==> config.mk <==
export PLATFORM = sky130hd
export DESIGN_NAME = uart_rx_deserializer
export DESIGN_NICKNAME = d
export VERILOG_FILES = /design/src/rtl/uart_rx_deserializer.sv
export SDC_FILE = /design/constraint.sdc
export NUM_CORES = 1
export LEC_CHECK = 0
export CAP_MARGIN = 10
export CORE_UTILIZATION = 50
export DETAILED_ROUTE_END_ITERATION = 8
export PLACE_DENSITY = 0.71
export SYNTH_ARGS = -nofsm -noshare
export SYNTH_HDL_FRONTEND = slang
export SYNTH_SLANG_ARGS = --single-unit
==> constraint.sdc <==
create_clock -name clk -period 2.24 [get_ports clk]
set_input_delay 0.336 -clock clk [delete_from_list [all_inputs] [get_ports clk]]
set_output_delay 0.336 -clock clk [all_outputs]
set_load 0.02 [all_outputs]
==> src/rtl/uart_rx_deserializer.sv <==
// UART receive deserializer: 2-flop sync, mid-bit sampling; ld/frame_err/parity_err strobe one cycle after the stop sample.
// No backpressure (data holds until next ld); UART_RX_PARITY_EN adds an even parity bit between data and stop.
module uart_rx_deserializer #(
    parameter int CLKS_PER_BIT = 434,
    parameter int DATA_BITS    = 8
) (
    input  logic                 clk,
    input  logic                 clear,
    input  logic                 rx,
    output logic [DATA_BITS-1:0] data,
    output logic                 ld,
    output logic                 frame_err,
    output logic                 parity_err
);

    localparam int CW = $clog2(CLKS_PER_BIT);
    localparam int IW = $clog2(DATA_BITS + 1);
    localparam logic [CW-1:0] HALF_M1  = CW'(CLKS_PER_BIT / 2 - 1);
    localparam logic [CW-1:0] FULL_M1  = CW'(CLKS_PER_BIT - 1);
    localparam logic [IW-1:0] LAST_BIT = IW'(DATA_BITS - 1);

`ifdef UART_RX_PARITY_EN
    typedef enum logic [2:0] {
        S_IDLE, S_START, S_DATA, S_PARITY, S_STOP, S_WAIT_IDLE
    } state_t;
`else
    typedef enum logic [2:0] {
        S_IDLE, S_START, S_DATA, S_STOP, S_WAIT_IDLE
    } state_t;
`endif

    state_t                 state_q, state_d;
    logic                   sync1_q, sync2_q;
    logic                   rx_s;
    logic [CW-1:0]          cnt_q, cnt_d;
    logic [IW-1:0]          idx_q, idx_d;
    logic [DATA_BITS-1:0]   sh_q, sh_d;
    logic [DATA_BITS-1:0]   data_q, data_d;
    logic                   ld_q, ld_d;
    logic                   ferr_q, ferr_d;
`ifdef UART_RX_PARITY_EN
    logic                   par_bad_q, par_bad_d;
    logic                   perr_q, perr_d;
`endif

    assign rx_s = sync2_q;

    always_ff @(posedge clk) begin
        if (clear) begin
            sync1_q <= 1'b1;
            sync2_q <= 1'b1;
        end else begin
            sync1_q <= rx;
            sync2_q <= sync1_q;
        end
    end

    always_ff @(posedge clk) begin
        if (clear) begin
            state_q <= S_IDLE;
            cnt_q   <= '0;
            idx_q   <= '0;
            sh_q    <= '0;
            data_q  <= '0;
            ld_q    <= 1'b0;
            ferr_q  <= 1'b0;
        end else begin
            state_q <= state_d;
            cnt_q   <= cnt_d;
            idx_q   <= idx_d;
            sh_q    <= sh_d;
            data_q  <= data_d;
            ld_q    <= ld_d;
            ferr_q  <= ferr_d;
        end
    end

`ifdef UART_RX_PARITY_EN
    always_ff @(posedge clk) begin
        if (clear) begin
            par_bad_q <= 1'b0;
            perr_q    <= 1'b0;
        end else begin
            par_bad_q <= par_bad_d;
            perr_q    <= perr_d;
        end
    end
`endif

    always_comb begin
        state_d = state_q;
        cnt_d   = cnt_q + CW'(1);
        idx_d   = idx_q;
        sh_d    = sh_q;
        data_d  = data_q;
        ld_d    = 1'b0;
        ferr_d  = 1'b0;
`ifdef UART_RX_PARITY_EN
        par_bad_d = par_bad_q;
        perr_d    = 1'b0;
`endif
        case (state_q)
            S_IDLE: begin
                cnt_d = '0;
                idx_d = '0;
                if (!rx_s) state_d = S_START;
            end
            S_START: begin
                // Mid-start sample: a line back high here was only a glitch.
                if (cnt_q == HALF_M1) begin
                    cnt_d   = '0;
                    state_d = rx_s ? S_IDLE : S_DATA;
                end
            end
            S_DATA: begin
                if (cnt_q == FULL_M1) begin
                    cnt_d = '0;
                    sh_d  = {rx_s, sh_q[DATA_BITS-1:1]};
                    idx_d = idx_q + IW'(1);
                    if (idx_q == LAST_BIT) begin
`ifdef UART_RX_PARITY_EN
                        state_d = S_PARITY;
`else
                        state_d = S_STOP;
`endif
                    end
                end
            end
`ifdef UART_RX_PARITY_EN
            S_PARITY: begin
                if (cnt_q == FULL_M1) begin
                    cnt_d     = '0;
                    par_bad_d = (^sh_q) ^ rx_s;
                    state_d   = S_STOP;
                end
            end
`endif
            S_STOP: begin
                if (cnt_q == FULL_M1) begin
                    cnt_d = '0;
                    if (rx_s) begin
                        data_d  = sh_q;
                        ld_d    = 1'b1;
`ifdef UART_RX_PARITY_EN
                        perr_d  = par_bad_q;
`endif
                        state_d = S_IDLE;
                    end else begin
                        ferr_d  = 1'b1;
                        state_d = S_WAIT_IDLE;
                    end
                end
            end
            S_WAIT_IDLE: begin
                cnt_d = '0;
                if (rx_s) state_d = S_IDLE;
            end
            default: begin
                cnt_d   = '0;
                state_d = S_IDLE;
            end
        endcase
    end

    // Strobes are masked during clear so a pending pulse never overlaps it.
    assign data      = data_q;
    assign ld        = ld_q & ~clear;
    assign frame_err = ferr_q & ~clear;
`ifdef UART_RX_PARITY_EN
    assign parity_err = perr_q & ~clear;
`else
    assign parity_err = 1'b0;
`endif

endmodule
==> results.ini <==
[timing]
final_hold_viol_count = 0
fin_crit_sh_pct = 90.5
slew_viol_final = 0
finClkSkew_ns = 0.0182
period_needed_ns = 2.03
finalSetupViolCount = 0
finalSetupTns_ns = 0
rsz0062_at_grt = no
max_freq_mhz = 493

[clocking]
ctsHoldBuffers = 0
clk_pin_slew_ns = 0.12
cts-buffers-inserted = 5
clockRootBuffer = clkbuf_4
clk_path_buf_depth = 2
cts.sinks = 36
clock_latency_ns = 0.35
cts_resized = 0
htree_levels = 2
cts_setup_buffers = 0
cts_tree = built

[job]
cap_viol_max_count = 0

[global_routing]
grt_usage_pct = 18.1
grt_max_degree = 23
antenna_found_initial = 0
grt_pass1_wl_mm = 4.68
overflow = 0
grt_pass1_vias = 1084

[hold_path]
hp-class = reg -> reg

[die]
die_h_microns = 58.9
rows = 20
dieArea_sq_um = 3470
initial_core_util_pct = 53.0
die_w_microns = 58.9
ios = 14
core_sq_um = 3050

[route]
route.detailed.drc = 0
first_pass_iters = 4
detailroute.via_count = 1216
drtIter0Drc = 55
routed_wl_mm = 2.82
vias_per_cell = 5.20
wl_per_cell_microns = 12.0
detail-route-antenna-nets = 0

[worst_setup_path]
path_class = reg -> reg
worstPathRequired_ns = 2.46
start_kind = register
critPathSlowestCell = a2111oi_2
max_stage_delay_ns = 0.48
cp.arrival_ns = 2.25
endpoint_kind = register
worstPathMaxFanout = 7
cp_cell_sequence = inv_1, ha_1, and4_1, a2111oi_2, a211o_1, mux2_1

[power]
p_leak_nw = 0.678
power.density_nw_per_um2 = 601
power.switching_w = 0.000229
power_frac_comb_pct = 2.2
ir_drop_mv = 0.331
seqPwrFrac_pct = 57.9
sw_frac_of_total_pct = 20.6
pwr-share-clk_pct = 39.9
internal_power_w = 0.000886

[logic_synthesis]
avgSynthCellArea_sq_um = 9.20
ys.warnings.count = 0
ys_ff_latch = 36
synthXorXnorAreaFrac_pct = 3.79
synth_fa_ha_area_share_pct = 3.09
synth_fp_nets = 183
synth_top_family_by_area = simple AND/OR/NAND/NOR gates
ys_types = 39
synth_mux_area_share_pct = 6.88
synth_area_sq_um = 1620
syn_inst = 176
yosysSeqAreaShare_pct = 44.5
synth_compound_area_share_pct = 8.35
synth-simple-area-share_pct = 29.0

[cells_and_area]
final_area_sq_um = 1860
drive_gt1_share_pct = 10.5
nets = 196
final_common_cell = dfxtp_1
diodes = 0
most-common-layout-cells = dfxtp_1 (36), nand2_1 (21), nor2_1 (20)
final_util_pct = 60.8
syn2layout_area_growth_pct = 14.6

[placed_design]
port_buffers = 12
dp_hpwl_mm = 1.99
place_area_sq_um = 1780
routabilityCongestion = 0.775

[run_status]
status = complete, no violations

[synth_stat cells]
cell       instances  share of area (%)
ha_1               4                3.1
buf_2              3               0.93
o21ai_0            2               0.62
buf_4              1               0.46
a21oi_1           11                3.4
dfxtp_1           36                 45
o221ai_2           1               0.93
nor3_1             4                1.2
nor4_1             1               0.39
nor2b_1            4                1.5
xnor2_1            1               0.54
o211ai_1           1               0.46
o22ai_1            1               0.39
or3_1              2               0.77
nor4b_2            1               0.93
mux2i_1           10                6.2
a2111oi_2          1               0.93
nand3_1            6                1.9
nand4bb_4          1                1.7
nand4b_4           1                1.5
clkbuf_1           6                1.4
o21bai_1           1               0.46
o21ba_2            1               0.62
conb_1             1               0.23
nor2_1            20                4.6
or4_1              3                1.4
and4b_1            1               0.62
and3_1             1               0.39
xor2_1             6                3.2
nor4_4             1                1.3
nand4_1            4                1.5
nand4b_1           1               0.54
a211o_1            1               0.54
mux2_1             1               0.70
or2_2              2               0.77
inv_1              6                1.4
nand2_1           21                4.9
and4_1             2                1.1
nand2b_1           5                1.9
[kinds of logic after synthesis]
group,after synthesis
and+or+nand+nor,81
other,1
muxes,11
buffers and inverters,16
DFF,36
AOI/OAI and AO/OA,20
adders and majority gates,4
xor gates and xnor gates,7
[worst max-delay path: cells and delay by family, from the launching register on]
kind / cells / cell delay [ns]
fa+ha+maj: 1 / 0.19
simple gates: 1 / 0.20
mux: 1 / 0.33
buf+inv: 1 / 0.07
compound gates: 2 / 0.68
flops: 1 / 0.45
[flip-flops by register name (all words and copies together) (netlist names)]
name and count:
sync1_q 1, cnt_q 9, ferr_q 1, ld_q 1, state_q 3, rx_s 1, data 8, idx_q 4
sh_q 8
[metrics by stage]
stage          hold WS [ns]  total power, W  cells  setup WS, ns
6_report              0.426         0.00112    234         0.213
5_1_grt               0.435         0.00115    234        0.0711
3_3_place_gp          0.394        0.000684    226         0.293
2_1_floorplan         0.389        0.000679    176         0.351
4_1_cts               0.429         0.00112    234         0.212
3_5_place_dp          0.397        0.000684    226         0.223
[worst paths after layout]
path | cells past startpoint | to | slack [ns] | from
hold / removal | 1 | rx_s | 0.43 | sync1_q
setup reg to reg | 6 | state_q[2] | 0.21 | cnt_q[0]
hold reg to reg | 1 | rx_s | 0.43 | sync1_q
setup / recovery | 6 | state_q[2] | 0.21 | cnt_q[0]
[layer usage]
metal / part of all wire (%) / track usage (%)
met1: 48 / 22.1
met2: 48 / 29.1
met3: 3.1 / 6.59
met4: 1.3 / 7.14
met5: 0 / 0
[cell type report]
type                            instances  area (sq um)
Clock buffer                            6          41.3
Clock inverter                          2          35.0
Tap cell                               44          55.1
Timing Repair Buffer                   16           150
Fill cell                             266          1200
Multi-Input combinational cell        124           831
Inverter                                6          22.5
Sequential cell                        36           721
[power groups by stage]
stage | registers [W] | logic [W] | clock network [W]
after floorplan | 0.000657 | 0.0000218 | 0
after global placement | 0.000660 | 0.0000240 | 0
after detailed placement | 0.000660 | 0.0000243 | 0
after CTS | 0.000645 | 0.0000246 | 0.000453
after global routing | 0.000646 | 0.0000273 | 0.000478
final | 0.000645 | 0.0000245 | 0.000445
Note: power is estimated with default switching activity, not from simulation.
